### config.mk
export PLATFORM = sky130hd
export DESIGN_NAME = acc_sample_assembler_flat
export DESIGN_NICKNAME = d
export VERILOG_FILES = /design/src/rtl/acc_sample_assembler_pkg.sv /design/src/rtl/acc_sample_assembler_if.sv /design/src/rtl/acc_sample_assembler_offset_cal.sv /design/src/rtl/acc_sample_assembler.sv /design/src/flat_wrapper.sv
export SDC_FILE = /design/constraint.sdc
export NUM_CORES = 1
export LEC_CHECK = 0
export CORE_MARGIN = 1
export CORE_UTILIZATION = 45
export CTS_BUF_LIST = sky130_fd_sc_hd__clkbuf_8
export DETAILED_ROUTE_END_ITERATION = 10
export PLACE_DENSITY = 0.62
export SLEW_MARGIN = 15
export SYNTH_ARGS = -nofsm -noshare
export SYNTH_HDL_FRONTEND = slang
export SYNTH_HIERARCHICAL = 1
export SYNTH_SLANG_ARGS = --single-unit
### constraint.sdc
create_clock -name clk12M -period 3.9 [get_ports clk12M]
set_clock_uncertainty 0.05 [all_clocks]
set_input_delay 1.17 -clock clk12M [delete_from_list [all_inputs] [get_ports clk12M]]
set_output_delay 1.17 -clock clk12M [all_outputs]
set_load 0.02 [all_outputs]
### src/rtl/acc_sample_assembler_pkg.sv
// Shared types, byte-slot map and saturation helper for the accelerometer sample assembler.
package acc_pkg;

    typedef enum logic [1:0] {
        S_RUN,
        S_CAL,
        S_CAL_FIN
    } state_e;

    localparam int unsigned X_L         = 0;
    localparam int unsigned X_H         = 1;
    localparam int unsigned Y_L         = 2;
    localparam int unsigned Y_H         = 3;
    localparam int unsigned Z_L         = 4;
    localparam int unsigned Z_H         = 5;
    localparam int unsigned FRAME_BYTES = 6;
    localparam int unsigned IDX_W       = 3;
    localparam int unsigned SAMPLE_W    = 16;

    typedef struct packed {
        logic signed [SAMPLE_W-1:0] x;
        logic signed [SAMPLE_W-1:0] y;
        logic signed [SAMPLE_W-1:0] z;
    } acc_vec_t;

    // Clamp a 17-bit signed difference into the 16-bit sample range.
    function automatic logic signed [15:0] sat16(input logic signed [16:0] v);
        if (v[16] != v[15]) begin
            return v[16] ? 16'sh8000 : 16'sh7FFF;
        end
        return 16'(v);
    endfunction

endpackage

### src/rtl/acc_sample_assembler_if.sv
// Byte-stream input / calibrated-sample output bundle of the sample assembler.
interface acc_sample_assembler_if;
    import acc_pkg::*;

    logic                       byte_valid;
    logic [7:0]                 byte_data;
    logic                       frame_start;
    logic                       frame_abort;
    logic                       cal_req;
    logic signed [SAMPLE_W-1:0] acc_x;
    logic signed [SAMPLE_W-1:0] acc_y;
    logic signed [SAMPLE_W-1:0] acc_z;
    logic                       sample_valid;
    logic                       frame_err;
    logic                       cal_busy;
    logic                       cal_done;

    modport master (
        output byte_valid, byte_data, frame_start, frame_abort, cal_req,
        input  acc_x, acc_y, acc_z, sample_valid, frame_err, cal_busy, cal_done
    );

    modport slave (
        input  byte_valid, byte_data, frame_start, frame_abort, cal_req,
        output acc_x, acc_y, acc_z, sample_valid, frame_err, cal_busy, cal_done
    );

endinterface

### src/rtl/acc_sample_assembler_offset_cal.sv
// Offset calibration: averages 2^CAL_SHIFT raw frames into per-axis offsets.
// Build option ACC_ZGRAV_EN: Z offset leaves +ONE_G of gravity in the output.
module acc_offset_cal
    import acc_pkg::*;
#(
    parameter int unsigned CAL_SHIFT = 4,
    parameter int          ONE_G     = 256
) (
    input  logic     clk,
    input  logic     rst_n,
    input  logic     frame_done,
    input  acc_vec_t raw,
    input  logic     start,
    output logic     busy,
    output logic     done,
    output acc_vec_t offset
);

    localparam int unsigned ACC_W  = SAMPLE_W + CAL_SHIFT;
    localparam int unsigned CNT_W  = CAL_SHIFT + 1;
    localparam int unsigned FRAMES = 1 << CAL_SHIFT;
`ifdef ACC_ZGRAV_EN
    localparam bit ZGRAV_EN = 1'b1;
`else
    localparam bit ZGRAV_EN = 1'b0;
`endif
    localparam int Z_BIAS = ZGRAV_EN ? ONE_G : 0;

    state_e                   state_q, state_d;
    logic signed [ACC_W-1:0]  acc_x_q, acc_x_d, acc_y_q, acc_y_d, acc_z_q, acc_z_d;
    logic        [CNT_W-1:0]  cnt_q, cnt_d;
    logic                     busy_q, busy_d, done_q, done_d;
    acc_vec_t                 off_q, off_d;

    always_ff @(posedge clk or negedge rst_n) begin
        if (!rst_n) begin
            state_q <= S_RUN;
            acc_x_q <= '0;
            acc_y_q <= '0;
            acc_z_q <= '0;
            cnt_q   <= '0;
            busy_q  <= 1'b0;
            done_q  <= 1'b0;
            off_q   <= '0;
        end else begin
            state_q <= state_d;
            acc_x_q <= acc_x_d;
            acc_y_q <= acc_y_d;
            acc_z_q <= acc_z_d;
            cnt_q   <= cnt_d;
            busy_q  <= busy_d;
            done_q  <= done_d;
            off_q   <= off_d;
        end
    end

    always_comb begin
        state_d = state_q;
        acc_x_d = acc_x_q;
        acc_y_d = acc_y_q;
        acc_z_d = acc_z_q;
        cnt_d   = cnt_q;
        busy_d  = busy_q;
        done_d  = done_q;
        off_d   = off_q;
        unique case (state_q)
            S_RUN: begin
                if (start) begin
                    state_d = S_CAL;
                    acc_x_d = '0;
                    acc_y_d = '0;
                    acc_z_d = '0;
                    cnt_d   = '0;
                    busy_d  = 1'b1;
                    done_d  = 1'b0;
                end
            end
            S_CAL: begin
                if (frame_done) begin
                    acc_x_d = acc_x_q + ACC_W'(raw.x);
                    acc_y_d = acc_y_q + ACC_W'(raw.y);
                    acc_z_d = acc_z_q + ACC_W'(raw.z);
                    cnt_d   = cnt_q + 1'b1;
                    if (cnt_q == CNT_W'(FRAMES - 1)) begin
                        state_d = S_CAL_FIN;
                    end
                end
            end
            S_CAL_FIN: begin
                // Arithmetic shift floors the average toward -inf.
                off_d.x = 16'(acc_x_q >>> CAL_SHIFT);
                off_d.y = 16'(acc_y_q >>> CAL_SHIFT);
                off_d.z = sat16(17'(acc_z_q >>> CAL_SHIFT) - 17'(Z_BIAS));
                state_d = S_RUN;
                busy_d  = 1'b0;
                done_d  = 1'b1;
            end
            default: state_d = S_RUN;
        endcase
    end

    assign busy   = busy_q;
    assign done   = done_q;
    assign offset = off_q;

endmodule

### src/rtl/acc_sample_assembler.sv
// Assembles 6-byte accelerometer bursts into offset-corrected signed X/Y/Z samples.
// Build option ACC_ZGRAV_EN (see acc_offset_cal) keeps +1 g on Z after calibration.
module acc_sample_assembler
    import acc_pkg::*;
#(
    parameter int unsigned CAL_SHIFT = 4,
    parameter int          ONE_G     = 256
) (
    input logic                   clk12M,
    input logic                   rst_n,
    acc_sample_assembler_if.slave bus
);

    logic [IDX_W-1:0] idx_q, idx_d, cur_idx_c;
    logic [7:0]       byte_q [FRAME_BYTES-1];
    logic [7:0]       byte_d [FRAME_BYTES-1];
    acc_vec_t         out_q, out_d, raw_c, off;
    logic             sv_q, sv_d, fe_q, fe_d;
    logic             restart_c, accept_c, frame_done_c;
    logic             cal_busy, cal_done;

    always_ff @(posedge clk12M or negedge rst_n) begin
        if (!rst_n) begin
            idx_q  <= '0;
            byte_q <= '{default: '0};
            out_q  <= '0;
            sv_q   <= 1'b0;
            fe_q   <= 1'b0;
        end else begin
            idx_q  <= idx_d;
            byte_q <= byte_d;
            out_q  <= out_d;
            sv_q   <= sv_d;
            fe_q   <= fe_d;
        end
    end

    always_comb begin
        restart_c    = bus.frame_start || bus.frame_abort;
        cur_idx_c    = restart_c ? '0 : idx_q;
        accept_c     = bus.byte_valid && !bus.frame_abort;
        frame_done_c = accept_c && (cur_idx_c == IDX_W'(Z_H));
        // Byte 5 goes straight from the bus so the frame completes on its strobe.
        raw_c.x      = {byte_q[X_H], byte_q[X_L]};
        raw_c.y      = {byte_q[Y_H], byte_q[Y_L]};
        raw_c.z      = {bus.byte_data, byte_q[Z_L]};

        idx_d  = idx_q;
        byte_d = byte_q;
        out_d  = out_q;
        sv_d   = 1'b0;
        fe_d   = restart_c && (idx_q != '0);

        if (restart_c) begin
            idx_d = '0;
        end
        if (frame_done_c) begin
            idx_d = '0;
            if (!cal_busy) begin
                out_d.x = sat16(17'(raw_c.x) - 17'(off.x));
                out_d.y = sat16(17'(raw_c.y) - 17'(off.y));
                out_d.z = sat16(17'(raw_c.z) - 17'(off.z));
                sv_d    = 1'b1;
            end
        end else if (accept_c) begin
            byte_d[cur_idx_c] = bus.byte_data;
            idx_d             = cur_idx_c + 1'b1;
        end
    end

    acc_offset_cal #(
        .CAL_SHIFT (CAL_SHIFT),
        .ONE_G     (ONE_G)
    ) u_offset_cal (
        .clk        (clk12M),
        .rst_n      (rst_n),
        .frame_done (frame_done_c),
        .raw        (raw_c),
        .start      (bus.cal_req),
        .busy       (cal_busy),
        .done       (cal_done),
        .offset     (off)
    );

    assign bus.acc_x        = out_q.x;
    assign bus.acc_y        = out_q.y;
    assign bus.acc_z        = out_q.z;
    assign bus.sample_valid = sv_q;
    assign bus.frame_err    = fe_q;
    assign bus.cal_busy     = cal_busy;
    assign bus.cal_done     = cal_done;

endmodule

### src/flat_wrapper.sv
// flat-port wrapper written by rule: the top's interface ports become plain ports
module acc_sample_assembler_flat import acc_pkg::*;
#(
    parameter int unsigned CAL_SHIFT = 4,
    parameter int          ONE_G     = 256
)
  (clk12M, rst_n, bus_byte_valid, bus_byte_data, bus_frame_start, bus_frame_abort, bus_cal_req, bus_acc_x, bus_acc_y, bus_acc_z, bus_sample_valid, bus_frame_err, bus_cal_busy, bus_cal_done);
  acc_sample_assembler_if bus_i ();
  input logic clk12M;
  input logic rst_n;
  input wire logic [$bits(bus_i.byte_valid)-1:0] bus_byte_valid;
  input wire logic [$bits(bus_i.byte_data)-1:0] bus_byte_data;
  input wire logic [$bits(bus_i.frame_start)-1:0] bus_frame_start;
  input wire logic [$bits(bus_i.frame_abort)-1:0] bus_frame_abort;
  input wire logic [$bits(bus_i.cal_req)-1:0] bus_cal_req;
  output wire logic [$bits(bus_i.acc_x)-1:0] bus_acc_x;
  output wire logic [$bits(bus_i.acc_y)-1:0] bus_acc_y;
  output wire logic [$bits(bus_i.acc_z)-1:0] bus_acc_z;
  output wire logic [$bits(bus_i.sample_valid)-1:0] bus_sample_valid;
  output wire logic [$bits(bus_i.frame_err)-1:0] bus_frame_err;
  output wire logic [$bits(bus_i.cal_busy)-1:0] bus_cal_busy;
  output wire logic [$bits(bus_i.cal_done)-1:0] bus_cal_done;
  assign bus_i.byte_valid = bus_byte_valid;
  assign bus_i.byte_data = bus_byte_data;
  assign bus_i.frame_start = bus_frame_start;
  assign bus_i.frame_abort = bus_frame_abort;
  assign bus_i.cal_req = bus_cal_req;
  assign bus_acc_x = bus_i.acc_x;
  assign bus_acc_y = bus_i.acc_y;
  assign bus_acc_z = bus_i.acc_z;
  assign bus_sample_valid = bus_i.sample_valid;
  assign bus_frame_err = bus_i.frame_err;
  assign bus_cal_busy = bus_i.cal_busy;
  assign bus_cal_done = bus_i.cal_done;
  acc_sample_assembler #(.CAL_SHIFT(CAL_SHIFT), .ONE_G(ONE_G)) u_core (.clk12M(clk12M), .rst_n(rst_n), .bus(bus_i));
endmodule
==> results.py <==
metrics = {
    "synth": {
        "synthArstFlopShare_pct": 100,
        "synth-seq-cells": 210,
        "syn-num-nets": 1493,
        "synth.distinct_cells": 96,
        "synthFlopType": "dfrtp_1",
        "yosysSeqAreaShare_pct": 39.2,
        "synth_area_um2": 13400,
        "yosys_warnings": 6,
        "synth_edf_count": 0,
        "syn_area_per_cell_um2": 9.84,
        "syn-instance-count": 1364,
    },
    "clocking": {
        "cts-resized-gates": 0,
        "clk_path_buf_depth": 3,
        "cts_tree": "yes",
        "clkSlewWorstSetupHoldPaths_ns": 0.05,
        "cts_buffers": 40,
        "htreeDepth": 2,
        "cts.sinks": 210,
        "cts-root-buf": "clkbuf_8",
        "clock_latency_ns": 0.55,
        "postCtsSetupBuffers": 0,
        "cts_hold_buf": 0,
    },
    "sta": {
        "rsz0062_at_grt": "false",
        "slew_headroom_pct": 42.5,
        "finalSetupViolations": 0,
        "period_minus_slack_ns": 3.37,
        "fmax_mhz": 297,
        "final-max-slew-violation-count": 0,
        "whs_ns": 0.423,
        "fin_crit_sh_pct": 86.3,
        "worstMarginPinSlew_ns": 0.860,
        "hold_viol_final": 0,
        "fin_tns_setup_ns": 0,
    },
    "critical_path": {
        "worst-setup-path-type": "primary input to flip-flop",
        "timing.rr.end": "u_core/bus.acc_y[4]",
        "critPathMaxFanout": 13,
        "timing.rr.start": "u_core/byte_q[16]",
        "arrival_ns": 3.76,
        "ff2ff_path_depth": 13,
        "start_kind": "primary input",
        "rrSetupSlack_ns": 0.71,
        "required_ns": 4.30,
        "cp-end-kind": "flip-flop",
    },
    "final_layout": {
        "n_antenna_cell": 0,
        "final_cells": 1876,
        "syn_to_final_growth_pct": 15.3,
        "fill_cells": 2684,
        "fin_area_um2": 15500,
        "final_net_count": 1592,
        "drive_gt1_share_pct": 15.1,
    },
    "route": {
        "wl_mm": 33.5,
        "drt-vias-per-instance": 5.57,
        "drt_iter0_markers": 443,
        "drc": 0,
        "first_pass_iters": 5,
        "final_antenna_net_count": 0,
        "detail_route.wl_per_cell_um": 17.9,
        "num_vias": 10500,
    },
    "place": {
        "placed_cells": 1805,
        "hpwl_mm": 24.7,
        "dpl_cell_area_um2": 14700,
        "port_buffers": 65,
        "gp_congestion": 0.899,
    },
    "power_and_ir_drop": {
        "powerDensity_nw_per_um2": 369,
        "p_leak_nw": 7.23,
        "power_mw": 5.70,
        "ir_drop_mv": 0.293,
    },
    "grt": {
        "grt_max_degree": 84,
        "gr-total-overflow": 0,
        "antenna_found_initial": 1,
        "grt.total_usage_pct": 22.4,
        "grt_pass1_wl_mm": 54.7,
        "grt_pass1_vias": 10300,
    },
    "floorplanning": {
        "die-area_um2": 30500,
        "start_util_pct": 46.3,
        "ios": 66,
        "core_um2": 29000,
        "num_rows": 62,
        "die_w_um": 175,
        "die_h_um": 175,
    },
    "hold_path": {
        "worstHoldEndpoint": "u_core/bus.acc_x[4]",
        "hold_start": "u_core/bus.acc_x[4]",
        "hold_depth": 2,
        "hp-class": "flip-flop to flip-flop",
    },
    "outcome": {
        "run_status": "completed",
    },
    "run": {
        "cap_viol_max_count": 0,
    },
}
## kinds of logic after synthesis
logic type               after synthesis  synth area share [%]
AO/OA/AOI/OAI                        415                  21.0
XOR/XNOR                              84                  5.54
adder cells (fa/ha/maj)              117                  11.2
buffers and inverters                129                  4.19
flip-flops                           210                  39.2
multiplexers                          89                  7.48
AND/OR/NAND/NOR                      320                  11.4
## sequential cells by signal (all words and copies together) (netlist names)
name / cells
u_core/u_offset_cal/offset: 48
u_core/bus.acc_x: 16
u_core/u_offset_cal/acc_x_q: 20
u_core/u_offset_cal/acc_z_q: 20
u_core/u_offset_cal/cnt_q: 5
u_core/u_offset_cal/state_q: 2
u_core/u_offset_cal/busy: 1
u_core/u_offset_cal/acc_y_q: 20
u_core/bus.frame_err: 1
u_core/bus.acc_z: 16
u_core/u_offset_cal/done: 1
u_core/idx_q: 3
u_core/byte_q: 40
u_core/bus.sample_valid: 1
u_core/bus.acc_y: 16
## layout make-up
class	count	area [µm²]	share of cell area [%]
clock buffer	51	702	4.54
clock inverter	20	111	0.720
inverter	83	325	2.10
multi-input combinational	1025	7620	49.2
sequential	210	5260	34.0
tap	384	480	3.11
timing repair buffer	103	978	6.32
## power by group
part           switching, mW  internal (mW)  leakage, nW
Sequential            0.0872           2.25         2.88
Combinational          0.689          0.495         3.88
Clock                  0.945           1.23        0.469
## metrics by stage
step | worst slack [ns] | utilization [%]
after floorplan | 0.607 | -
after global placement | 0.0178 | 50.5
after detailed placement | 0.00582 | 50.5
after CTS | 0.548 | 53.3
after global routing | 0.360 | 53.3
final | 0.535 | 53.3
## layout by cell type, fill, tap and decap left out, types with 22 or more instances in the layout
master	instances
a21oi_1	87
a21o_1	30
ha_1	109
xor2_1	41
o21ai_1	45
mux2_2	72
clkdlybuf4s50_1	64
buf_4	35
inv_1	97
nor2_1	51
nand3_1	22
nand2_1	139
o21ai_0	84
xnor2_1	42
dfrtp_1	210
clkbuf_8	51
## metal layers
layer	share of wire [%]	GRT usage (%)	up-vias
met5	0	0	-
met3	3.5	3.24	48
li1	-	-	5149
met4	1.7	4.89	0
met1	48	30.7	5072
met2	47	37.5	182
## worst max-delay path, stage by stage
cell and delay [ns]:
clkdlybuf4s50_1 0.44, ha_1 0.32, a21o_1 0.16, a21o_1 0.22, a21o_1 0.20, a2111o_1 0.42, a211o_4 0.32, nor2_4 0.26
o21ai_1 0.12, o21ai_1 0.14
## worst max path at each step
stage	slack [ns]	end	depth (start not counted)	start
floorplan	0.61	u_core/bus.acc_z[11]	10	bus_byte_data[4]
global placement	0.02	u_core/bus.acc_z[0]	10	bus_byte_data[4]
detailed placement	0.006	u_core/bus.acc_z[13]	10	bus_byte_data[4]
CTS	0.55	u_core/bus.acc_z[13]	10	bus_byte_data[4]
global route	0.36	u_core/bus.acc_z[0]	10	bus_byte_data[4]
finish	0.53	u_core/bus.acc_z[13]	10	bus_byte_data[4]
## cell usage after synthesis, types with 6 or more instances
master | number | area, µm²
a211oi_1 | 20 | 150
a21o_1 | 30 | 225
a21oi_1 | 87 | 435
a221o_1 | 11 | 110
a22o_1 | 8 | 70.1
a31oi_1 | 8 | 50.1
and3_1 | 12 | 75.1
buf_2 | 8 | 40.0
clkbuf_1 | 27 | 101
dfrtp_1 | 210 | 5260
fa_1 | 6 | 120
ha_1 | 109 | 1360
inv_1 | 82 | 308
mux2_1 | 15 | 169
mux2_2 | 72 | 811
nand2_1 | 139 | 522
nand2b_1 | 10 | 62.6
nand3_1 | 22 | 110
nand4_1 | 8 | 50.1
nor2_1 | 51 | 191
nor2b_1 | 17 | 106
nor3_1 | 16 | 80.1
o211ai_1 | 7 | 52.6
o21a_1 | 21 | 158
o21ai_0 | 84 | 420
o21ai_1 | 45 | 225
o21ai_2 | 11 | 96.3
o21bai_1 | 13 | 97.6
o31ai_1 | 9 | 67.6
or2_2 | 7 | 43.8
xnor2_1 | 42 | 368
xor2_1 | 41 | 359
Power figures use the tool's default switching activity.
